==> src/rtl/instr_fetch_unit.sv <==
//------------------------------------------------------------------------------
// Module      : instr_fetch_unit
// Description : Three-state instruction fetch engine (FETCH -> CAPTURE -> HOLD).
//               Issues one read per instruction to a memory with registered
//               read data, presents the fetched word to decode with a
//               valid/ready handshake, and supports branch/jump redirection.
//
// Ports
//   clk          in   1       rising-edge clock for all state
//   reset        in   1       asynchronous active-high reset
//   mem_read     out  1       read request, high only in FETCH
//   mem_write    out  1       write enable, tied low (fetch never writes)
//   mem_addr     out  ADDR_W  byte address of the word being fetched (= pc)
//   mem_wdata    out  32      write data, tied low
//   mem_rdata    in   32      read data, valid the cycle after mem_read
//   redirect     in   1       taken branch/jump, overrides everything else
//   redirect_pc  in   ADDR_W  new fetch address, bits [1:0] ignored
//   instr        out  32      fetched instruction word
//   instr_pc     out  ADDR_W  address instr was fetched from
//   instr_valid  out  1       instr/instr_pc valid for decode
//   instr_ready  in   1       decode accepts instr this cycle
//   fetch_count  out  16      instructions handed to decode, saturating
//
// Revision    : 1.0 - initial release
//------------------------------------------------------------------------------
`default_nettype none

module instr_fetch_unit #(
   parameter int ADDR_W   = 5,
   parameter int RESET_PC = 0
) (
   input  logic              clk,
   input  logic              reset,
   output logic              mem_read,
   output logic              mem_write,
   output logic [ADDR_W-1:0] mem_addr,
   output logic [31:0]       mem_wdata,
   input  logic [31:0]       mem_rdata,
   input  logic              redirect,
   input  logic [ADDR_W-1:0] redirect_pc,
   output logic [31:0]       instr,
   output logic [ADDR_W-1:0] instr_pc,
   output logic              instr_valid,
   input  logic              instr_ready,
   output logic [15:0]       fetch_count
);

   // Word alignment: instructions are 32-bit, so pc[1:0] is forced to 00
   // everywhere an address enters the PC register.
   localparam logic [ADDR_W-1:0] c_ALIGN_MASK = ~(ADDR_W'(3));
   localparam logic [ADDR_W-1:0] c_RESET_PC   = ADDR_W'(RESET_PC) & c_ALIGN_MASK;
   localparam logic [ADDR_W-1:0] c_PC_STEP    = ADDR_W'(4);
   localparam logic [15:0]       c_COUNT_MAX  = 16'hFFFF;

   typedef enum logic [1:0] {
      S_FETCH   = 2'd0,
      S_CAPTURE = 2'd1,
      S_HOLD    = 2'd2
   } state_t;

   state_t            r_state;
   logic [ADDR_W-1:0] r_pc;
   logic [31:0]       r_instr;
   logic [ADDR_W-1:0] r_instr_pc;
   logic              r_instr_valid;
   logic [15:0]       r_fetch_count;

   logic [ADDR_W-1:0] w_redirect_aligned;
   logic              w_accept;

   assign w_redirect_aligned = redirect_pc & c_ALIGN_MASK;

   // In HOLD the word is always valid, so ready alone completes the handshake.
   assign w_accept = (r_state == S_HOLD) && instr_ready;

   always_ff @(posedge clk or posedge reset) begin
      if (reset) begin
         r_state       <= S_FETCH;
         r_pc          <= c_RESET_PC;
         r_instr       <= 32'd0;
         r_instr_pc    <= '0;
         r_instr_valid <= 1'b0;
         r_fetch_count <= 16'd0;
      end else begin
         // An accept counts even when a redirect arrives in the same cycle:
         // decode has consumed the word, the redirect only changes what follows.
         if (w_accept && (r_fetch_count != c_COUNT_MAX)) begin
            r_fetch_count <= r_fetch_count + 16'd1;
         end

         if (redirect) begin
            // Taking the FSM back to FETCH without passing CAPTURE drops any
            // read already in flight; its data is simply never sampled.
            r_pc          <= w_redirect_aligned;
            r_instr_valid <= 1'b0;
            r_state       <= S_FETCH;
         end else begin
            unique case (r_state)
               S_FETCH: begin
                  r_state <= S_CAPTURE;
               end
               S_CAPTURE: begin
                  r_instr       <= mem_rdata;
                  r_instr_pc    <= r_pc;
                  r_instr_valid <= 1'b1;
                  r_pc          <= r_pc + c_PC_STEP;  // wraps modulo 2^ADDR_W
                  r_state       <= S_HOLD;
               end
               S_HOLD: begin
                  if (instr_ready) begin
                     r_instr_valid <= 1'b0;
                     r_state       <= S_FETCH;
                  end
               end
               default: begin
                  r_instr_valid <= 1'b0;
                  r_state       <= S_FETCH;
               end
            endcase
         end
      end
   end

   // Gating with reset keeps the request low for the whole reset pulse and
   // lets it rise in the very first cycle after release.
   assign mem_read  = (r_state == S_FETCH) && !reset;
   assign mem_write = 1'b0;
   assign mem_addr  = r_pc;
   assign mem_wdata = 32'd0;

   assign instr       = r_instr;
   assign instr_pc    = r_instr_pc;
   assign instr_valid = r_instr_valid;
   assign fetch_count = r_fetch_count;

endmodule

`default_nettype wire

==> config.mk <==
export PLATFORM = sky130hd
export DESIGN_NAME = instr_fetch_unit
export DESIGN_NICKNAME = d
export VERILOG_FILES = /design/src/rtl/instr_fetch_unit.sv
export SDC_FILE = /design/constraint.sdc
export NUM_CORES = 1
export LEC_CHECK = 0
export ABC_CLOCK_PERIOD_IN_PS = 3840
export CELL_PAD_IN_SITES_DETAIL_PLACEMENT = 0
export CELL_PAD_IN_SITES_GLOBAL_PLACEMENT = 1
export CORE_MARGIN = 2
export CORE_UTILIZATION = 33
export CTS_CLUSTER_DIAMETER = 120
export DETAILED_ROUTE_END_ITERATION = 12
export GPL_ROUTABILITY_DRIVEN = 0
export PLACE_DENSITY_LB_ADDON = 0.1
export RECOVER_POWER = 50
export SYNTH_ARGS = -nofsm -noshare
export SYNTH_HDL_FRONTEND = slang
export SYNTH_SLANG_ARGS = --single-unit
==> constraint.sdc <==
create_clock -name clk -period 3.84 [get_ports clk]
set_input_delay 1.152 -clock clk [delete_from_list [all_inputs] [get_ports clk]]
set_output_delay 1.152 -clock clk [all_outputs]
set_load 0.05 [all_outputs]
Yosys cells after proc, flatten, opt, wreduce, memory -nomap -nowiden --
Index checks and enable logic that the tools add are counted.
Word-level totals: register bits 61, input port bits 41, output and inout port bits 93, logic and storage cells 30
Operators by class: add/subtract/negate cells 2, equality and inequality tests 5, mux-type cells 8, bitwise gates (word level) 1, reduce and logical (&&, ||, !) cells 8
Operator list (count):
- 16-bit by 1-bit adder with 16-bit output (second input constant) | 1
- 16-bit != test (second input constant) | 1
- 5-bit two-way mux | 2
- 2-bit case mux with 3 select lines | 1
- 5-bit by 3-bit adder with 5-bit output (second input constant) | 1
- 2-bit two-way mux | 2
- 2-bit AND reduction | 2
- 1-bit logical AND | 3
- 3-bit != test (second input constant) | 1
- 1-bit case mux with 3 select lines | 1
- 2-bit by 1-bit equality test with 1-bit output (second input constant) | 1
- 2-bit equality test (second input constant) | 1
- 2-bit zero test | 1
- 1-bit two-way mux | 2
- 2-bit != test (second input constant) | 1
- 2-bit nonzero test | 1
- 1-bit zero test | 1
- 1-bit NOT | 1

Logic depth before layout (Yosys ltp) --
Gate-level depths: netlist (run 1).
depth after elaboration 3, mapped depth 5, gate-level depth less buffers 5

Worst setup path before layout (run 1) --
No wires, ideal clock.
kind in2out, from input port reset, to output port mem_read, arrival 2197 ps, data required time 2688 ps, path slack 491 ps, cell stages on the path 1, path buffers 0, cell sequence nor3_1
On the way: word-level cells in the longest chain between the ends 2
RTL lines:
- start: declaration | RTL line 33 | input logic reset,
- 1-bit zero test | RTL line 126 | assign mem_read = (r_state == S_FETCH) && !reset;
- 1-bit logical AND | RTL line 126
- end: declaration | RTL line 34 | output logic mem_read,
Every way passes these cells.

Worst setup path in the final report (run 1) --
Ends and elaborated chain as after synthesis.

==> qor.tcl, run 1 <==
set qor(outcome) {complete, no violations}
set qor(post_route_cells_drive_above_1_share) 0.151
set qor(critical_path_max_stage_delay_ns) 0.55
set qor(endpoint_kind) {output port}
set qor(worstPathMaxFanout) 2
set qor(cts_hold_bufs) 0
set qor(grt_usage) 0.128
set qor(routedWlPerCell_um) 13.2
set qor(cellPowerDensity_nw_per_um2) 621
set qor(vdd_drop_max_mv) 0.360
set qor(netlist_cell_types) 40
set qor(setup_viol_count_final) 0
set qor(finalWirelength_um) 5690
set qor(worst_path_max_delay_cell) {sky130_fd_sc_hd__dlygate4sd3_1}
set qor(cts-resized-gates) 0
set qor(timing.max_cap.violations) 0
set qor(worst-slew-pin-transition_ns) 1.27
set qor(cts.sinks) 57
set qor(number_of_synthesized_flops_with_an_enable_pin) 0
set qor(synthDominantCellAreaShare) 0.523
set qor(synth_top_cells_by_area) {sky130_fd_sc_hd__dfrtp_1 52%, sky130_fd_sc_hd__mux2_2 13%, sky130_fd_sc_hd__buf_4 10%}
set qor(top_level_ports) 134
set qor(dr_total_vias) 1884
set qor(synthesis.yosys.warnings) 0
set qor(initial_util) 0.337
set qor(synth-seq-area-share) 0.523
set qor(worstHoldPathType) {reg2reg}
set qor(routedLengthMet1_um) 2670
set qor(path_class) {in2out}
set qor(clkTransAtPathRegs_ns) 0.05
set qor(synthesis.area_um2) 2730
set qor(detailed_place_hpwl_um) 4200
set qor(synth_seq_cells) 57
set qor(max_slew_margin) 0.150
set qor(detail_route.drc_violations) 0
set qor(post-route-worst-setup-slack_ns) 0.520
set qor(met3WireLength_um) 548
set qor(std_cell_rows) 33
set qor(final-max-slew-violation-count) 0
set qor(worst_hold_slack_ns) 0.485
set qor(die_h_um) 94.9
set qor(h-tree-depth) 3
set qor(synth_instances) 219
set qor(finalInstanceArea_um2) 3780
set qor(clk_latency_ns) 0.32
set qor(worstPathArrival_ns) 2.17
set qor(grt_first_pass_wirelength_um) 8650
set qor(cts-buffers-inserted) 9
set qor(via_count_normalized_by_instance_count) 4.38
set qor(path_cells) {dlygate4sd3_1 > nor3_1 > buf_12}
set qor(antenna_violating_nets_post_route) 0
set qor(routed-wl-met2_um) 2360
set qor(finalCritPeriodShare) 0.865
set qor(synth_flop_cell) {sky130_fd_sc_hd__dfrtp_1}
set qor(asyncSetResetFlopFracSynth) 1.00
set qor(horizontal_extent_of_the_die_um) 94.9
set qor(coreArea_um2) 8090
set qor(die_area_um2) 9010
set qor(dr_top_layer) {met4}
set qor(utilization) 0.467
set qor(cts_max_path_buffers) 2
set qor(totalNegativeSetupSlack_ns) 0
set qor(library_cell_used_as_clock_root_buffer) {sky130_fd_sc_hd__clkbuf_8}
set qor(antenna_violations_before_repair) 0
set qor(globalRoute.totalOverflow) 0
set qor(leakagePower_nw) 1.63
set qor(antenna-diode-count) 0
set qor(postCtsSetupBuffers) 0
set qor(detail_route.first_pass.iterations) 4
set qor(most-common-layout-cells) {90 x sky130_fd_sc_hd__clkdlybuf4s50_1, 57 x sky130_fd_sc_hd__dfrtp_1, 37 x sky130_fd_sc_hd__conb_1}
set qor(layout_commonest_cell) {sky130_fd_sc_hd__clkdlybuf4s50_1}
set qor(fmaxAchievable_mhz) 301
set qor(area.growth.synth_to_final_pct) 38.6
set qor(drt-initial-drc-count) 19
set qor(worstSetupStartpointType) {primary input}
set qor(rsz0062_at_grt) {false}
set qor(place.port_buffers) 94
set qor(netlist.top_cell.by_area) {sky130_fd_sc_hd__dfrtp_1}
set qor(finalCriticalPeriod_ns) 3.32
set qor(worst_ep_required_time_ns) 2.69
set qor(finalHoldViolCount) 0
set qor(timing.clock.skew_ns) 0.00556
set qor(cts_tree) {done}
set qor(placed_inst_area_um2) 3680
set qor(fin_nets) 366
set qor(avgSynthCellArea_um2) 12.5
set qor(placement.setup.worst_slack_ns) 0.632
set qor(largest_net_degree_at_the_start_of_global_routing) 34
set qor(first_global_vias) 1720
-- critical path, delay by kind of cell --
family	cells	cell delay (ns)
buffers and inverters	2	0.73
AND/OR/NAND/NOR	1	0.28
-- where the power goes --
part	switching, mW	internal, mW
logic	0.706	0.370
clock network	0.212	0.240
registers	0.0824	0.737
total	1.00	1.35
-- layer usage --
layer,up-vias,track usage
met4,0,0.0688
met5,-,0
li1,914,-
met2,83,0.187
met1,877,0.168
met3,10,0.0431
-- flip-flops by register name, summed over array words and instances, names as in the netlist --
register     count
mem_addr         3
fetch_count     16
instr_pc         3
r_state          2
instr           32
instr_valid      1
-- cells in the mapped netlist (all sizes together) (3+ instances only) --
cell type	count
dfrtp	57
buf	40
mux2	39
nand2	9
nand3	8
nor2	8
a21oi	6
nand4	5
nor3	5
o21ai	5
xnor2	5
inv	3
nor2b	3
-- layout make-up --
class / count / area, um2
clock buffers: 12 / 145
clock inverters: 1 / 5.00
fillers: 784 / 4310
inverters: 3 / 11.3
multi-input cells: 154 / 1090
flip-flops and latches: 57 / 1430
well taps: 105 / 131
repair buffers: 98 / 970
-- worst paths after layout --
| kind | startpoint | endpoint | slack, ns | cells after the start |
|---|---|---|---|---|
| min in group asynchronous | reset | instr[14]$_DFFE_PP0P_ | 1.65 | 2 |
| setup / recovery | reset | mem_read | 0.52 | 3 |
| setup reg to reg | r_state[0]$_DFFE_PP0P_ | fetch_count[11]$_DFFE_PP0P_ | 1.74 | 4 |
| max in group asynchronous | reset | instr[4]$_DFFE_PP0P_ | 0.88 | 3 |
| hold reg to reg | instr[3]$_DFFE_PP0P_ | instr[3]$_DFFE_PP0P_ | 0.48 | 1 |
| hold / removal | instr[3]$_DFFE_PP0P_ | instr[3]$_DFFE_PP0P_ | 0.48 | 1 |
-- through the flow --
| step | total power [mW] | std cells |
|---|---|---|
| 6_report | 2.35 | 430 |
| 5_1_grt | 2.46 | 430 |
| 4_1_cts | 2.39 | 430 |
| 3_5_place_dp | 1.93 | 417 |
| 3_3_place_gp | 1.92 | 417 |
| 2_1_floorplan | 1.59 | 255 |
-- cell families (layout without fill, tap and decap cells) --
kind of cell | count (synthesis) | after routing | share of synthesized area
muxes | 41 | 41 | 0.170
DFF | 57 | 57 | 0.523
AOI/OAI and AO/OA | 19 | 19 | 0.0436
and+or+nand+nor | 48 | 48 | 0.118
xor gates and xnor gates | 7 | 7 | 0.0225
other | 1 | 37 | 0.00137
buffers and inverters | 44 | 114 | 0.113
adders and majority gates | 2 | 2 | 0.00917
No activity file was read; power rests on OpenSTA's default activity.
==> inputs of run 2 (changes only) <==
CAP_MARGIN = 20   (was default)
==> results of run 2 <==
Same layout as run 1: the final DEF is identical, and so are final timing and power.
==> inputs of run 3 (changes only) <==
ABC_CLOCK_PERIOD_IN_PS = default   (was 3840)
==> results of run 3 <==
Same layout as run 1: the final DEF is identical, and so are final timing and power.
